===== src/rtl/register_file.sv =====
// register_file: 32 x 32-bit architectural register file for the unicycle
// processor. Two combinational read ports (rs/rt operands) and one write
// port that updates on the rising clock edge. Register 0 always reads zero
// and ignores writes.
module register_file #(
  parameter int DATA_WIDTH = 32,
  parameter int ADDR_WIDTH = 5
) (
  input  logic                  clk,
  input  logic                  reset,
  input  logic [ADDR_WIDTH-1:0] readRegA,
  input  logic [ADDR_WIDTH-1:0] readRegB,
  input  logic [ADDR_WIDTH-1:0] writeReg,
  input  logic [DATA_WIDTH-1:0] writeData,
  input  logic                  regWrite,
  output logic [DATA_WIDTH-1:0] dataA,
  output logic [DATA_WIDTH-1:0] dataB
);

  localparam int DEPTH = 2 ** ADDR_WIDTH;

  // Register storage. Entry 0 exists in the array but is never written
  // after reset and is masked on the read side, so it always reads zero.
  logic [DATA_WIDTH-1:0] regs [DEPTH];

  // Write is qualified by regWrite first, so an unknown destination number
  // while the write is disabled cannot select an entry.
  logic write_hit;
  assign write_hit = regWrite && (writeReg != '0);

  // Storage update: reset clears every entry and takes priority over a write
  // presented on the same edge.
  always_ff @(posedge clk) begin
    if (reset) begin
      for (int i = 0; i < DEPTH; i++) begin
        regs[i] <= '0;
      end
    end else if (write_hit) begin
      regs[writeReg] <= writeData;
    end
  end

  // Read ports: purely combinational, no bypass from the write port. The
  // address-0 mask guarantees zero even before the first reset.
  always_comb begin
    dataA = '0;
    dataB = '0;
    if (readRegA != '0) dataA = regs[readRegA];
    if (readRegB != '0) dataB = regs[readRegB];
  end

endmodule

===== config.mk =====
export PLATFORM = sky130hd
export DESIGN_NAME = register_file
export DESIGN_NICKNAME = d
export VERILOG_FILES = /design/src/rtl/register_file.sv
export SDC_FILE = /design/constraint.sdc
export NUM_CORES = 2
export LEC_CHECK = 0
export ABC_CLOCK_PERIOD_IN_PS = 3200
export CORE_MARGIN = 1.5
export CORE_UTILIZATION = 30
export CTS_CLUSTER_DIAMETER = 100
export DETAILED_ROUTE_END_ITERATION = 6
export PLACE_DENSITY_LB_ADDON = 0.3
export SETUP_SLACK_MARGIN = 0.1
export SLEW_MARGIN = 20
export SYNTH_ARGS = -nofsm -noshare
export SYNTH_HDL_FRONTEND = slang
export SYNTH_SLANG_ARGS = --single-unit

===== constraint.sdc =====
create_clock -name clk -period 3.2 [get_ports clk]
set_input_delay 0.48 -clock clk [delete_from_list [all_inputs] [get_ports clk]]
set_output_delay 0.48 -clock clk [all_outputs]
set_load 0.02 [all_outputs]

## Word level (Yosys, flattened, before mapping)

Memories as Yosys holds them, arrays and structs flattened.
Cells that the tools add are included.

- Flip-flop bits (word level): 0
- Latch bits: 0
- RAM bits: 1024
- ROM bits: 0
- Input bits: 50
- Output and inout port bits: 64
- Logic and storage cells: 16
- Memories kept: 1

Memories:

| memory | words | bits a word | rd ports | clocked after memory_dff | wr ports | line | source |
|---|---|---|---|---|---|---|---|
| regs | 32 | 32 | 2 | 0 | 32 | 24 | `logic [DATA_WIDTH-1:0] regs [DEPTH];` |

- Add/sub/neg operators: 0
- Multipliers: 0
- Div/mod/pow operators: 0
- Order comparisons: 0
- Equality and inequality tests: 0
- Shift operators: 0
- Muxes and demuxes: 10
- Bitwise logic cells: 0
- Reduce and logical (&&, ||, !) cells: 5

Operator list:

| cell | count |
|---|---|
| $mux W32 | 3 |
| $reduce_or A32 Y1 | 1 |
| $reduce_bool A5 Y1 | 3 |
| $mux W1 | 6 |
| $mux W5 | 1 |
| $logic_and A1 B1 Y1 | 1 |

## Depth between registers and ports, before layout

- Word-level depth: 7
- Gate-level depth with buffers: 9

## Least setup slack after synthesis

Ideal clock, no wire load.

- Path type: in2out
- From: input readRegA[0]
- To: output dataA[30]
- Arrival: 2.470 ns
- Setup slack: 0.250 ns
- Stages: 6
- Buffers on the path: 3
- Cells stage by stage: clkbuf_1 buf_6 buf_4 mux4_2 mux2i_1 a2111oi_0

- Longest elaborated chain between the ends: 2

RTL lines:

| element | line | source |
|---|---|---|
| start, declared | 11 | `input logic [ADDR_WIDTH-1:0] readRegA,` |
| $mem_v2 Z32 W32 or $reduce_bool A5 Y1 (tied branches) | n/a |  |
| $mux W32 (*) | 48 | `if (readRegA != '0) dataA = regs[readRegA];` |
| end, declared | 16 | `output logic [DATA_WIDTH-1:0] dataA,` |

Mark *: on every way between the ends. The rest lies on a longest branch, timed or not.

==> results by group <==
Placement
  – Post-place setup slack: -0.7351 ns
  – Placer Congestion: 0.8804
  – HPWL after detailed placement: 134600 um
  – Dpl cells: 6111
  – Port buffer count: 113

Critical path
  – Nature of the critical path startpoint: register
  – CP peak stage delay: 0.59 ns
  – Crit path arrival time: between 2 and 3 ns
  – Critical path fanouts, max: 2
  – CP max stage cell: mux4_2
  – Delay-heaviest family, CP: multiplexers
  – Ordered list of cells on the worst path: mux4_2, mux4_2, o22ai_2, nor3_1, buf_4, buf_6
  – Top cell by count, worst path: mux4_2
  – Setup CP Type: reg -> out
  – Worst Path Required: 2.72 ns
  – Critical path origin: regs[28][9]
  – CP Buf/Inv Count: 2
  – Critical path endpoint category: primary output

Timing
  – Setup ws final: -0.009142 ns
  – Worst-margin pin slew: 1.109 ns
  – Period utilization: 1.003
  – Final hold vios: 0
  – Final slew viol count: 0
  – Final Critical Period: roughly 3.2 ns
  – Worst slew margin: 0.2581
  – Setup-failing EPs final: 1
  – RSZ-0062 raised after global routing: yes
  – Hold WS: around 0.18 ns
  – Achievable frequency: 311.6 MHz

Drt
  – Post-route DRC: 0
  – WL/cell: approximately 32 um
  – Via count: 35.55k
  – Drt first-iter violations: 4602
  – Vias per cell: about 5.6
  – Number of routed nets with antenna violations: 0
  – Routed WL: 203700 um
  – Drt pass-1 iters: 5

Synthesis
  – Post-synth top cells: edfxtp_1 (1024), and2_1 (995), mux4_2 (472), clkbuf_1 (272), mux2i_1 (150)
  – Most frequent cell after synthesis: edfxtp_1
  – Synth Cell Area: 54230 um2
  – Count of different cell masters after synthesis: 42
  – Top FF cell, synth: edfxtp_1
  – Synth top area cells: edfxtp_1 (57%), mux4_2 (20%), and2_1 (11%), mux2i_1 (2.8%), clkbuf_1 (1.9%)
  – Number of flops mapped to enable cells by yosys: about 1.0k
  – Yosys warnings: 0
  – Sequential area share after synthesis: 0.5670
  – Mean post-synth cell area: between 15 and 20 um2
  – Register bit total from synthesis: 1024
  – Area leader, netlist: edfxtp_1
  – Asr flop ratio synth: 0
  – Cells after synthesis: around 3.5k
  – Yosys top cell area share: 0.5670

GRT
  – GR Util All Layers: 0.2177
  – Largest net degree at the start of global routing: 54
  – Antenna violations before repair: 21
  – Vias in the first global route: 35.54k
  – Congestion Overflow GR: 0
  – First-pass GRT wire length: ~280000 um

Clocking
  – Clock transition at path regs: 0.06 ns
  – H-Tree Level Count: 3
  – Clk buf depth: 3
  – Hold buffers post-CTS: 0
  – Root Driver: clkbuf_16
  – CTS tree: done
  – Total CTS buffers: 115
  – Sink Count: 1024

Power and ir drop
  – Flop pwr share: 0.457
  – Clk pwr share: 0.392
  – NetSw: 0.008947 W
  – Max IR drop VDD: between 0.4 and 0.5 mV
  – Switching share of total power: 0.2571
  – Gate power share: 0.151
  – Leakage power: 23.74 nW
  – P per Cell Area: 511.4 nW/um2
  – Pint: 0.02585 W

Min path
  – Hold path startpoint: reset
  – Hold crit path type: in -> reg

Flow run
  – Max Cap Viol: 0

Die
  – Core area: about 180000 um2
  – Initial core utilization: 0.3030
  – Die Height: 428.2 um
  – I/O pins: approximately 110
  – Die ar.: 183300 um2
  – Horiz. Die Dim: 428.2 um
  – Row count: 155

Final layout
  – Area delta synth->final: 25.47%
  – Max FFs per register: 1024
  – Reg area: 30750 um2
  – Reg with most FFs: regs
  – Area occupied by multi-input gates: 23710 um2
  – Layout cells sized above 1: 0.3858
  – Final net count: 3952
  – Post-Layout Cell Count: 6358
  – Largest registers: regs x1024
  – Fillers: 16.52k

Status
  – Status: finished, violations left
  – Violated checks: negative setup slack
-- metal layers --
metal,wire length [um],up-vias,track usage
met1,83410,18808,0.3015
met3,17540,323,0.03457
met2,94480,1986,0.3430
met4,8259,6,0.08320
met5,34,-,0
li1,-,14423,-
-- through the flow --
| stage | TNS, ns | utilization | area (um2) | power, W |
|---|---|---|---|---|
| floorplan | 0 | - | 54350 | 0.01851 |
| global placement | -18.47 | 0.3474 | 62190 | 0.02089 |
| detailed placement | -18.37 | 0.3474 | 62190 | 0.02093 |
| CTS | -0.1267 | 0.3783 | 67720 | 0.03481 |
| global route | -0.1131 | 0.3801 | 68040 | 0.03565 |
| finish | -0.009142 | 0.3801 | 68050 | 0.03480 |
-- power groups by stage --
| stage | combinational, W | sequential, W | clock, W |
|---|---|---|---|
| 2_1_floorplan | 0.00253 | 0.0160 | 0 |
| 3_3_place_gp | 0.00476 | 0.0161 | 0 |
| 3_5_place_dp | 0.00477 | 0.0162 | 0 |
| 4_1_cts | 0.00516 | 0.0159 | 0.0138 |
| 5_1_grt | 0.00541 | 0.0160 | 0.0143 |
| 6_report | 0.00524 | 0.0159 | 0.0137 |
-- area by class of cell --
type                    count  area share
repair buffers            639     0.09992
multi-input cells        2120      0.3484
clock buffers             134     0.04428
diodes                      6   0.0002207
flip-flops and latches   1024      0.4519
inverters                   2   0.0001103
well taps                2355     0.04330
clock inverters            78     0.01186
-- repair_timing --
item	CTS	global route
pin swaps	93	21
setup buffers	29	6
gates cloned	2	0
endpoints found under the setup margin	64	56
resized for setup	541	63
-- kinds of logic (layout without fill, tap and decap cells) --
logic type	count (synthesis)	count (layout)	share of synthesized area
AO/OA/AOI/OAI	259	259	0.03652
buffers and inverters	389	853	0.03313
flip-flops	1024	1024	0.5670
multiplexers	652	652	0.2299
other	1	38	0.00006915
AND/OR/NAND/NOR	1177	1177	0.1334
-- cell usage in the layout, fill, tap and decap left out, types with 26 or more instances in the layout --
cell type and count:
buf_12 128, mux4_2 472, clkbuf_16 118, buf_6 43, edfxtp_1 1024, mux2_2 29
mux2i_1 148, nor3_2 26, or2_2 33, nor2_4 32, conb_1 32, clkinv_2 33
buf_4 405, and2_1 993, a2111oi_4 30, clkdlybuf4s50_1 34, o22ai_1 72, a22o_1 38
-- path summary, 6_finish.rpt --
| check | endpoint | slack [ns] | cells after the start |
|---|---|---|---|
| hold / removal | regs[0][13] | 0.18 | 1 |
| setup / recovery | dataB[9] | -0.009 | 6 |
Power figures use the tool's default switching activity.
